`src/rtl/alu_op_sequencer_if.sv`:
```
// Handshake and datapath-control bundle between the instruction source,
// the alu_op_sequencer and the ALU result multiplexer / register file.
interface alu_op_sequencer_if;
  logic       instr_valid;
  logic [7:0] instr;
  logic       instr_ready;
  logic [1:0] alu_sel;
  logic [1:0] rs1_addr;
  logic [1:0] rs2_addr;
  logic [1:0] rd_addr;
  logic       rf_we;
  logic [3:0] alu_result;
  logic       zero_flag;
  logic       busy;
  logic [7:0] instr_count;

  // Upstream / environment side
  modport master (
    output instr_valid, instr, alu_result,
    input  instr_ready, alu_sel, rs1_addr, rs2_addr, rd_addr, rf_we,
           zero_flag, busy, instr_count
  );

  // Sequencer side
  modport slave (
    input  instr_valid, instr, alu_result,
    output instr_ready, alu_sel, rs1_addr, rs2_addr, rd_addr, rf_we,
           zero_flag, busy, instr_count
  );
endinterface

```
`src/rtl/alu_op_sequencer.sv`:
```
// alu_op_sequencer: four-state control stage (IDLE/DECODE/EXEC/WB) that
// accepts one 8-bit instruction, drives the ALU select and register-file
// addresses, pulses rf_we in WB and counts retired instructions.
// Optional feature macro: ZERO_FLAG_EN (builds the zero flag register;
// when undefined zero_flag is tied low and alu_result is unused).
module alu_op_sequencer (
  input  logic               clk,
  input  logic               rst_n,
  alu_op_sequencer_if.slave  bus
);

  // One-hot so every decoded control is a single flop bit (glitch-free rf_we).
  typedef enum logic [3:0] {
    IDLE   = 4'b0001,
    DECODE = 4'b0010,
    EXEC   = 4'b0100,
    WB     = 4'b1000
  } state_t;

  state_t     state;
  state_t     state_nxt;
  logic [7:0] instr_q;
  logic [7:0] count_q;
  logic       ready_c;
  logic       busy_c;
  logic       we_c;
  logic       accept;

  assign accept = bus.instr_valid && ready_c;

  // State register
  always_ff @(posedge clk or negedge rst_n) begin
    if (!rst_n) state <= IDLE;
    else        state <= state_nxt;
  end

  // Next-state logic: fixed four-cycle walk once an instruction is accepted
  always_comb begin
    state_nxt = state;
    unique case (state)
      IDLE:    if (accept) state_nxt = DECODE;
      DECODE:  state_nxt = EXEC;
      EXEC:    state_nxt = WB;
      WB:      state_nxt = IDLE;
      default: state_nxt = IDLE;
    endcase
  end

  // Output decode from the current state
  always_comb begin
    ready_c = 1'b0;
    busy_c  = 1'b1;
    we_c    = 1'b0;
    unique case (state)
      IDLE:    begin ready_c = 1'b1; busy_c = 1'b0; end
      WB:      we_c = 1'b1;
      default: ;
    endcase
  end

  // Instruction register: loaded only on handshake, so fields stay stable until the next accept
  always_ff @(posedge clk or negedge rst_n) begin
    if (!rst_n)      instr_q <= '0;
    else if (accept) instr_q <= bus.instr;
  end

  // Retired-instruction counter, advances at the edge closing WB (wraps at 8 bits)
  always_ff @(posedge clk or negedge rst_n) begin
    if (!rst_n)           count_q <= '0;
    else if (state == WB) count_q <= count_q + 8'd1;
  end

`ifdef ZERO_FLAG_EN
  logic zero_q;

  // Zero flag captures the written-back result at the edge closing WB
  always_ff @(posedge clk or negedge rst_n) begin
    if (!rst_n)           zero_q <= 1'b0;
    else if (state == WB) zero_q <= (bus.alu_result == 4'b0000);
  end

  assign bus.zero_flag = zero_q;
`else
  logic unused_alu_result;
  assign unused_alu_result = ^bus.alu_result;
  assign bus.zero_flag     = 1'b0;
`endif

  assign bus.instr_ready = ready_c;
  assign bus.busy        = busy_c;
  assign bus.rf_we       = we_c;
  assign bus.alu_sel     = instr_q[7:6];
  assign bus.rd_addr     = instr_q[5:4];
  assign bus.rs1_addr    = instr_q[3:2];
  assign bus.rs2_addr    = instr_q[1:0];
  assign bus.instr_count = count_q;

endmodule

```
`src/flat_wrapper.sv`:
```
// flat-port wrapper written by rule: the top's interface ports become plain ports
module alu_op_sequencer_flat 
  (clk, rst_n, bus_instr_valid, bus_instr, bus_alu_result, bus_instr_ready, bus_alu_sel, bus_rs1_addr, bus_rs2_addr, bus_rd_addr, bus_rf_we, bus_zero_flag, bus_busy, bus_instr_count);
  alu_op_sequencer_if bus_i ();
  input  logic clk;
  input  logic rst_n;
  input wire logic [$bits(bus_i.instr_valid)-1:0] bus_instr_valid;
  input wire logic [$bits(bus_i.instr)-1:0] bus_instr;
  input wire logic [$bits(bus_i.alu_result)-1:0] bus_alu_result;
  output wire logic [$bits(bus_i.instr_ready)-1:0] bus_instr_ready;
  output wire logic [$bits(bus_i.alu_sel)-1:0] bus_alu_sel;
  output wire logic [$bits(bus_i.rs1_addr)-1:0] bus_rs1_addr;
  output wire logic [$bits(bus_i.rs2_addr)-1:0] bus_rs2_addr;
  output wire logic [$bits(bus_i.rd_addr)-1:0] bus_rd_addr;
  output wire logic [$bits(bus_i.rf_we)-1:0] bus_rf_we;
  output wire logic [$bits(bus_i.zero_flag)-1:0] bus_zero_flag;
  output wire logic [$bits(bus_i.busy)-1:0] bus_busy;
  output wire logic [$bits(bus_i.instr_count)-1:0] bus_instr_count;
  assign bus_i.instr_valid = bus_instr_valid;
  assign bus_i.instr = bus_instr;
  assign bus_i.alu_result = bus_alu_result;
  assign bus_instr_ready = bus_i.instr_ready;
  assign bus_alu_sel = bus_i.alu_sel;
  assign bus_rs1_addr = bus_i.rs1_addr;
  assign bus_rs2_addr = bus_i.rs2_addr;
  assign bus_rd_addr = bus_i.rd_addr;
  assign bus_rf_we = bus_i.rf_we;
  assign bus_zero_flag = bus_i.zero_flag;
  assign bus_busy = bus_i.busy;
  assign bus_instr_count = bus_i.instr_count;
  alu_op_sequencer u_core (.clk(clk), .rst_n(rst_n), .bus(bus_i));
endmodule
```
`config.mk`:
```
export PLATFORM = sky130hd
export DESIGN_NAME = alu_op_sequencer_flat
export DESIGN_NICKNAME = d
export VERILOG_FILES = /design/src/rtl/alu_op_sequencer_if.sv /design/src/rtl/alu_op_sequencer.sv /design/src/flat_wrapper.sv
export SDC_FILE = /design/constraint.sdc
export NUM_CORES = 1
export LEC_CHECK = 0
export ABC_AREA = 1
export BUFFER_PORTS_ARGS = -buffer_cell sky130_fd_sc_hd__buf_4
export CORE_UTILIZATION = 45
export DETAILED_ROUTE_END_ITERATION = 8
export MAX_ROUTING_LAYER = met4
export PLACE_DENSITY = 0.74
export SKIP_LAST_GASP = 1
export SYNTH_ARGS = -nofsm -noshare
export SYNTH_HDL_FRONTEND = slang
export SYNTH_SLANG_ARGS = --single-unit
```
`constraint.sdc`:
```
create_clock -name clk -period 1.9 [get_ports clk]
set_input_delay 0.095 -clock clk [delete_from_list [all_inputs] [get_ports clk]]
set_output_delay 0.095 -clock clk [all_outputs]
set_load 0.01 [all_outputs]
```
==> flow_summary.ini, run 1 <==
[drt]
ant_nets = 0
highest_layer = met4
wire_per_inst_um = 10.2
first_pass_iters = 4
num_vias = 800
first_iter_violations = 12
wl_met1_um = 778
route.detailed.drc = 0
wirelength_mm = 1.79
wl_met2_um = 924
vias_per_cell = 4.55
wl_met3_um = 75

[grt]
grt_max_degree = 21
grt_usage_pct = 18.3
grt_overflow_total = 0
antenna_found_initial = 0
grt_pass1_wl_mm = 2.72
grt_pass1_vias = 652

[sta]
fin_hold_ws_ps = 199
max_freq_mhz = 707
finalSetupTns_ps = 0
skew_ps = 4.01
finalMaxSlewViolations = 0
post-route-min-period_ps = 1420
finalSetupViolCount = 0
rsz0062_at_grt = no
hold_viol = 0
fin_crit_sh_pct = 74.5

[final_layout]
syn2layout_area_growth_pct = 37.9
diodes = 0
drive_above_1_share_pct = 30.2
nNetsFinal = 166

[floorplanning]
fp.dieW_um = 47.6
dieArea_um2 = 2270
coreArea_um2 = 1960
die-height_um = 47.6
pin_count = 35
start_util_pct = 47.8
rows = 16

[placed_design]
io_buffers = 29
dpl.hpwl_mm = 1.29
gp_congestion = 0.701

[synth]
avgSynthCellArea_um2 = 8.60
syn_nets = 125
syn-cell-area_um2 = 937
synth.distinct_cells = 19
synthCells = 109
yosys_warnings = 0
synth-seq-area-share_pct = 53.5
ys_ff_latch = 20

[power]
p_leak_nw = 0.722
p_seq_share_pct = 44.1
power.internal_w = 0.000920
power_frac_comb_pct = 38.4
p_per_area_nw_per_um2 = 1080
clkPwrFrac_pct = 17.5
swShare_pct = 34.3
p_sw_w = 0.000480
vdd_drop_max_mv = 0.851

[setup_path]
r2r-end = u_core.instr_q[0]
cp_data_required_time_ps = 1800
r2r_cells = 7
path_cells = inv_1 -> nand2_2 -> nor2_4 -> buf_4
end_kind = primary output
worstSetupPathType = flip-flop to primary output
r2r-start = u_core.state[0]
cp_data_arrival_time_ps = 1320
worst-r2r-setup-slack_ps = 670
crit_slowest_cell = dfrtp_1
start_kind = flip-flop
worstPathMaxFanout = 13
cpPeakStageDelay_ps = 390

[run_status]
status = completed

[run]
maxCapViolCount = 0

[cts]
clk_latency_ps = 290
cts_made_buffers = 3
clk_pin_slew_ps = 110
cts_tree = done
clock_path_buffers = 2
clock_sinks = 20
htreeDepth = 1
post-cts-setup-buffers = 0
cts_root_buffer = clkbuf_4

[min_path]
min-delay-path-class = input pin to asynchronous set/reset pin
==> timing repair <==
| item | CTS | global route |
|---|---|---|
| hold buffers | 9 | 0 |
| gates resized for setup | 0 | 0 |
| hold endpoints to repair | 28 | 0 |
==> cells by family (layout without fill, tap and decap cells) <==
kind of cell / Yosys count / count (layout) / synth area share (%)
other: 1 / 1 / 0.400
buffers and inverters: 22 / 62 / 10.8
AO/OA/AOI/OAI: 1 / 1 / 0.534
flip-flops: 20 / 20 / 53.5
adder cells (fa/ha/maj): 1 / 1 / 1.33
XOR/XNOR: 3 / 3 / 3.61
AND/OR/NAND/NOR: 61 / 61 / 29.8
==> worst max path at each step <==
stage	cells after the start	endpoint	startpoint
2_1_floorplan	7	u_core.instr_q[0]	u_core.state[0]
3_3_place_gp	7	u_core.instr_q[1]	u_core.state[0]
3_5_place_dp	7	u_core.instr_q[3]	u_core.state[0]
4_1_cts	4	bus_rf_we	u_core.state[2]
5_1_grt	4	bus_rf_we	u_core.state[2]
6_report	4	bus_rf_we	u_core.state[2]
==> metal layers <==
| metal | up-vias | global-route usage (%) |
|---|---|---|
| met5 | - | - |
| met4 | 0 | 8.33 |
| met3 | 2 | 2.26 |
| met2 | 24 | 31.2 |
| met1 | 374 | 21.5 |
| li1 | 400 | - |
==> synthesized netlist by cell type <==
master	count	area share, %
buf_4	1	0.80
nand3_1	3	1.6
xnor2_2	1	1.7
nor2_1	5	2.0
inv_1	19	7.6
ha_1	1	1.3
a21oi_1	1	0.53
conb_1	1	0.40
dfrtp_1	19	51
buf_6	2	2.4
nor3_1	2	1.1
nand4_1	3	2.0
nand2_1	39	16
dfstp_2	1	2.8
nand3_2	1	1.1
nand2_2	5	3.3
xor2_1	2	1.9
nor2_2	1	0.67
nor2_4	2	2.4
==> worst max-delay path: cells and delay by family, from the launching register on <==
family                 cells  cell delay (ps)
flip-flops                 1              390
AND/OR/NAND/NOR            2              360
buffers and inverters      2              270
==> area by class of cell <==
cell class              instances  area, um^2
clock buffers                   4        36.3
fillers                       178         669
inverters                      19        71.3
multi-input cells              67         334
flip-flops and latches         20         502
well taps                      27        33.8
repair buffers                 39         315
==> placed cells by master (no fill, tap or decap) <==
cell / netlist / final
xnor2_2: 1 / 1
nand2_1: 39 / 39
clkbuf_4: 0 / 3
nor2_4: 2 / 2
nand4_1: 3 / 3
buf_4: 1 / 30
inv_1: 19 / 19
dfstp_2: 1 / 1
ha_1: 1 / 1
nand3_1: 3 / 3
conb_1: 1 / 1
clkbuf_8: 0 / 1
nor2_2: 1 / 1
xor2_1: 2 / 2
dfrtp_1: 19 / 19
nor2_1: 5 / 5
a21oi_1: 1 / 1
dlygate4sd3_1: 0 / 9
nor3_1: 2 / 2
nand2_2: 5 / 5
nand3_2: 1 / 1
==> through the flow <==
stage                     std cells  setup slack (ps)  instance area [um^2]  util, %  total power [W]
after floorplan                 109               721                   937        -         0.000905
after global placement          163               693                  1170     59.4          0.00114
after detailed placement        163               663                  1170     59.4          0.00115
after CTS                       176               470                  1290     65.9          0.00142
after global routing            176               384                  1290     65.9          0.00151
final                           176               485                  1290     65.9          0.00140
==> registers in the layout, indices dropped and copies added (netlist names) <==
name                    flops
u_core.bus.instr_count      8
u_core.instr_q              8
u_core.state                4
==> power groups by stage <==
stage	logic, W	registers [W]	clock network (W)
floorplan	0.000244	0.000661	0
global placement	0.000515	0.000622	0
detailed placement	0.000527	0.000624	0
CTS	0.000542	0.000618	0.000256
global route	0.000606	0.000634	0.000270
finish	0.000538	0.000617	0.000245
(Power assumes the default switching activity.)
==> run 2: changes to the inputs <==
--- a/config.mk
+++ b/config.mk
@@ -7,10 +7,10 @@
 export LEC_CHECK = 0
 export ABC_AREA = 1
 export BUFFER_PORTS_ARGS = -buffer_cell sky130_fd_sc_hd__buf_4
-export CORE_UTILIZATION = 45
+export CORE_UTILIZATION = 42
 export DETAILED_ROUTE_END_ITERATION = 8
 export MAX_ROUTING_LAYER = met4
-export PLACE_DENSITY = 0.74
+export PLACE_DENSITY = 0.73
 export SKIP_LAST_GASP = 1
 export SYNTH_ARGS = -nofsm -noshare
 export SYNTH_HDL_FRONTEND = slang
==> constraint.sdc (replaced) <==
create_clock -name clk -period 1.25 [get_ports clk]
set_input_delay 0.0625 -clock clk [delete_from_list [all_inputs] [get_ports clk]]
set_output_delay 0.0625 -clock clk [all_outputs]
set_load 0.01 [all_outputs]
==> flow_summary.ini, run 2 (synthesis gave the netlist of run 1 again) <==
[run_status]
violations = negative setup slack
status = finished with violations

[sta]
post-route-min-period_ps = 1260
skew_ps = 2.67
finalMaxSlewViolations = 0
finalSetupViolCount = 1
max_freq_mhz = 792
finalSetupTns_ps = -12.2
rsz0062_at_grt = yes
hold_viol = 0
setup_slack_ps = -12.2
fin_crit_sh_pct = 101

[run]
maxCapViolCount = 0

[setup_path]
start_kind = flip-flop
cp_data_required_time_ps = 1190
cpPeakStageDelay_ps = 540
crit_top_cell = inv_2
crit_family = flip-flops
crit_slowest_cell = dfstp_2
end_kind = primary output
worstPathMaxFanout = 3
cp_data_arrival_time_ps = 1200
worstSetupPathType = flip-flop to primary output
path_cells = inv_2 -> nor2_2 -> nand2_2 -> inv_2 -> buf_6
crit_buf_inv = 3

[placed_design]
dpl.hpwl_mm = 1.16
gp_congestion = 0.731
io_buffers = 29

[cts]
clk_latency_ps = 290
clock_sinks = 20
cts_made_buffers = 3
cts_tree = done
clk_pin_slew_ps = 100
clock_path_buffers = 2
htreeDepth = 1
cts_root_buffer = clkbuf_4

[final_layout]
mostFrequentLayoutCells = nand2_1, buf_4, dfrtp_1, inv_1, nand2_2
diodes = 0
syn2layout_area_growth_pct = 45.8
nNetsFinal = 170
fill_cells = 176
drive_above_1_share_pct = 40.5

[floorplanning]
rows = 16
pin_count = 35
fp.dieW_um = 49.2
start_util_pct = 46.3
coreArea_um2 = 2020
dieArea_um2 = 2420
die-height_um = 49.2

[drt]
route.detailed.drc = 0
vias_per_cell = 4.38
first_pass_iters = 3
wirelength_mm = 1.79
first_iter_violations = 6
num_vias = 789
wire_per_inst_um = 9.93
ant_nets = 0

[power]
vdd_drop_max_mv = 1.15
p_leak_nw = 0.744
p_per_area_nw_per_um2 = 1640
total_power_w = 0.00224

[min_path]
min-delay-path-class = input pin to asynchronous set/reset pin

[grt]
grt_usage_pct = 16.3
grt_max_degree = 21
grt_pass1_wl_mm = 2.98
grt_pass1_vias = 761
antenna_found_initial = 0
grt_overflow_total = 0
run 2: cell type report:
class                           instances  area [um^2]  share of cell area (%)
Sequential cell                        20          502                    36.7
Clock buffer                            4         26.3                    1.92
Timing Repair Buffer                   43          364                    26.6
Multi-Input combinational cell         67          367                    26.8
Inverter                               19         73.8                    5.40
Tap cell                               27         33.8                    2.47
run 2: report_power, final:
group          total (W)  internal (W)  leakage [nW]  switching [W]
Sequential      0.000960      0.000833         0.261       0.000127
Combinational   0.000978      0.000493         0.468       0.000485
Clock           0.000303      0.000124        0.0150       0.000179
Total            0.00224       0.00145         0.744       0.000791
run 2: worst paths after layout:
check | start | end | slack, ps | depth (start not counted)
worst max-delay path | u_core.state[0] | bus_instr_ready | -10 | 5
worst min-delay path | rst_n | u_core.bus.instr_count[5] | 180 | 2
worst max register to register | u_core.state[0] | u_core.instr_q[4] | 20 | 7
worst min register to register | u_core.instr_q[2] | u_core.instr_q[2] | 490 | 2
max in group asynchronous | rst_n | u_core.state[0] | 810 | 2
min in group clk | bus_instr_valid | u_core.state[1] | 180 | 4
run 2: worst register-to-register path, stage by stage, from the launching register on:
cell and delay [ps]:
dfstp_2 540, inv_2 40, nor2_2 80, nand2_2 90, nor2_4 160, buf_6 140
nand2_1 50, nand2_1 60
run 2: what timing repair did:
item / in CTS / in global routing
pin swaps: 2 / 8
endpoints found under the hold margin: 28 / 0
endpoints found under the setup margin: 3 / 15
hold buffers: 9 / 0
cloned: 0 / 1
buffers inserted: 2 / 1
resized for setup: 4 / 18
run 2: through the flow:
| stage | cells | hold slack [ps] | cell area [um^2] | util (%) | worst slack [ps] |
|---|---|---|---|---|---|
| 2_1_floorplan | 109 | -233 | 937 | - | 71.1 |
| 3_3_place_gp | 163 | -46.5 | 1170 | 57.7 | 29.2 |
| 3_5_place_dp | 163 | -44.6 | 1170 | 57.7 | 26.9 |
| 4_1_cts | 178 | 178 | 1300 | 64.5 | -46.2 |
| 5_1_grt | 180 | 180 | 1370 | 67.6 | -78.7 |
| 6_report | 180 | 179 | 1370 | 67.6 | -12.2 |
run 2: per-layer routing:
metal / share of wire, % / up-vias / global-route usage, % / routed length, um
met3: 4.5 / 0 / 2.80 / 80
met5: 0 / - / - / 0
li1: - / 407 / - / -
met2: 52 / 24 / 28.8 / 924
met1: 44 / 358 / 18.8 / 782
met4: 0 / 0 / 4.41 / 0
==> run 3: changes to the inputs <==
--- a/config.mk
+++ b/config.mk
@@ -7,10 +7,10 @@
 export LEC_CHECK = 0
 export ABC_AREA = 1
 export BUFFER_PORTS_ARGS = -buffer_cell sky130_fd_sc_hd__buf_4
-export CORE_UTILIZATION = 42
+export CORE_UTILIZATION = 45
 export DETAILED_ROUTE_END_ITERATION = 8
 export MAX_ROUTING_LAYER = met4
-export PLACE_DENSITY = 0.73
+export PLACE_DENSITY = 0.74
 export SKIP_LAST_GASP = 1
 export SYNTH_ARGS = -nofsm -noshare
 export SYNTH_HDL_FRONTEND = slang
==> constraint.sdc (replaced) <==
create_clock -name clk -period 1.2 [get_ports clk]
set_input_delay 0.06 -clock clk [delete_from_list [all_inputs] [get_ports clk]]
set_output_delay 0.06 -clock clk [all_outputs]
set_load 0.01 [all_outputs]
==> flow_summary.ini, run 3 (synthesis gave the netlist of run 1 again) <==
[final_layout]
mostFrequentLayoutCells = nand2_1, buf_4, dfrtp_1, inv_1, dlygate4sd3_1
multiInputGateArea_um2 = 362
diodes = 0
final_common_cell = nand2_1
final-seq-area_um2 = 502
drive_above_1_share_pct = 38.9
nNetsFinal = 174
syn2layout_area_growth_pct = 48.6
utilization_pct = 71.0
fill_cells = 165

[cts]
htreeDepth = 1
cts_tree = done
clk_pin_slew_ps = 100
clk_latency_ps = 290
clock_sinks = 20
cts_root_buffer = clkbuf_4
cts_made_buffers = 3
clock_path_buffers = 2

[floorplanning]
die-height_um = 47.6
fp.dieW_um = 47.6
coreArea_um2 = 1960
pin_count = 35
start_util_pct = 47.8
rows = 16
dieArea_um2 = 2270

[drt]
ant_nets = 0
first_pass_iters = 4
num_vias = 819
vias_per_cell = 4.45
wire_per_inst_um = 10.4
wirelength_mm = 1.91
first_iter_violations = 9
route.detailed.drc = 0

[power]
p_sw_w = 0.000821
swShare_pct = 34.4
clkPwrFrac_pct = 13.4
p_per_area_nw_per_um2 = 1710
p_leak_nw = 0.762
vdd_drop_max_mv = 1.30
p_seq_share_pct = 40.9
power.internal_w = 0.00156
power_frac_comb_pct = 45.7

[sta]
post-route-min-period_ps = 1320
setup_slack_ps = -124
rsz0062_at_grt = yes
hold_viol = 0
fin_crit_sh_pct = 110
skew_ps = 2.19
max_freq_mhz = 755
finalSetupViolCount = 17
finalMaxSlewViolations = 0

[setup_path]
worstSetupPathType = flip-flop to primary output
start_kind = flip-flop
cp_data_required_time_ps = 1140
r2r-start = u_core.state[0]
r2r_cells = 8
r2r-end = u_core.instr_q[3]
worstPathMaxFanout = 3
worst-r2r-setup-slack_ps = -110
end_kind = primary output
cp_data_arrival_time_ps = 1260

[run_status]
status = finished with violations
violations = negative setup slack

[run]
maxCapViolCount = 0

[min_path]
min-delay-path-class = input pin to asynchronous set/reset pin

[grt]
antenna_found_initial = 0
grt_pass1_vias = 762
grt_max_degree = 21
grt_pass1_wl_mm = 3.00
grt_overflow_total = 0
grt_usage_pct = 20.1

[placed_design]
io_buffers = 29
dpl.hpwl_mm = 1.26
gp_congestion = 0.713
dp_slack_ps = -25.6
## run 3: changes by cell type in the layout (fill, tap and decap cells not counted), sizes merged
cell  delta
buf      +4
## run 3: what timing repair did
item                                    4_1_cts  5_1_grt
pin swaps                                     3        2
gates resized for setup                      10        7
hold buffers                                  9        0
endpoints found under the hold margin        28        0
buffers inserted                              4        1
endpoints found under the setup margin       13       21
## run 3: how the worst max path moves through the flow
stage	startpoint	to	slack, ps	cells past startpoint
2_1_floorplan	u_core.state[0]	u_core.instr_q[0]	20	7
3_3_place_gp	u_core.state[0]	u_core.instr_q[1]	4	7
3_5_place_dp	u_core.state[0]	u_core.instr_q[3]	-30	7
4_1_cts	u_core.state[0]	bus_busy	-140	5
5_1_grt	u_core.state[0]	bus_instr_ready	-200	6
6_report	u_core.state[0]	bus_busy	-120	5
## run 3: routing by layer
metal  share of wire (%)  GRT usage (%)  vias to the layer above
met5                   0              -                        -
met1                  44           22.9                      372
met3                 5.5           6.04                        2
li1                    -              -                      419
met2                  50           33.7                       26
met4                0.58           6.67                        0
## run 3: power groups by stage
stage | sequential, W | clock (W) | combinational, W
2_1_floorplan | 0.00105 | 0 | 0.000387
3_3_place_gp | 0.000979 | 0 | 0.000889
3_5_place_dp | 0.000978 | 0 | 0.000908
4_1_cts | 0.000976 | 0.000333 | 0.00106
5_1_grt | 0.00101 | 0.000371 | 0.00119
6_report | 0.000976 | 0.000319 | 0.00109
## run 3: critical path: stages (launching register included)
cell and delay [ps]:
dfstp_2 540, inv_2 40, nor2_2 80, nand2_2 70, buf_6 120, buf_4 130
## run 3: per-stage QoR
step	hold WS, ps	instances	total power [W]	TNS [ps]	instance area [um^2]
finish	168	184	0.00239	-1050	1390
global route	147	184	0.00257	-2300	1390
CTS	165	183	0.00237	-1090	1360
detailed placement	-50.1	166	0.00189	-140	1190
global placement	-48.3	166	0.00187	0	1190
floorplan	-236	109	0.00143	0	937
## run 3: final cells by class
class / instances / area share (%)
clock buffers: 4 / 1.89
inverters: 19 / 5.12
repair buffers: 47 / 28.6
multi-input cells: 67 / 26.0
well taps: 27 / 2.43
flip-flops and latches: 20 / 36.0
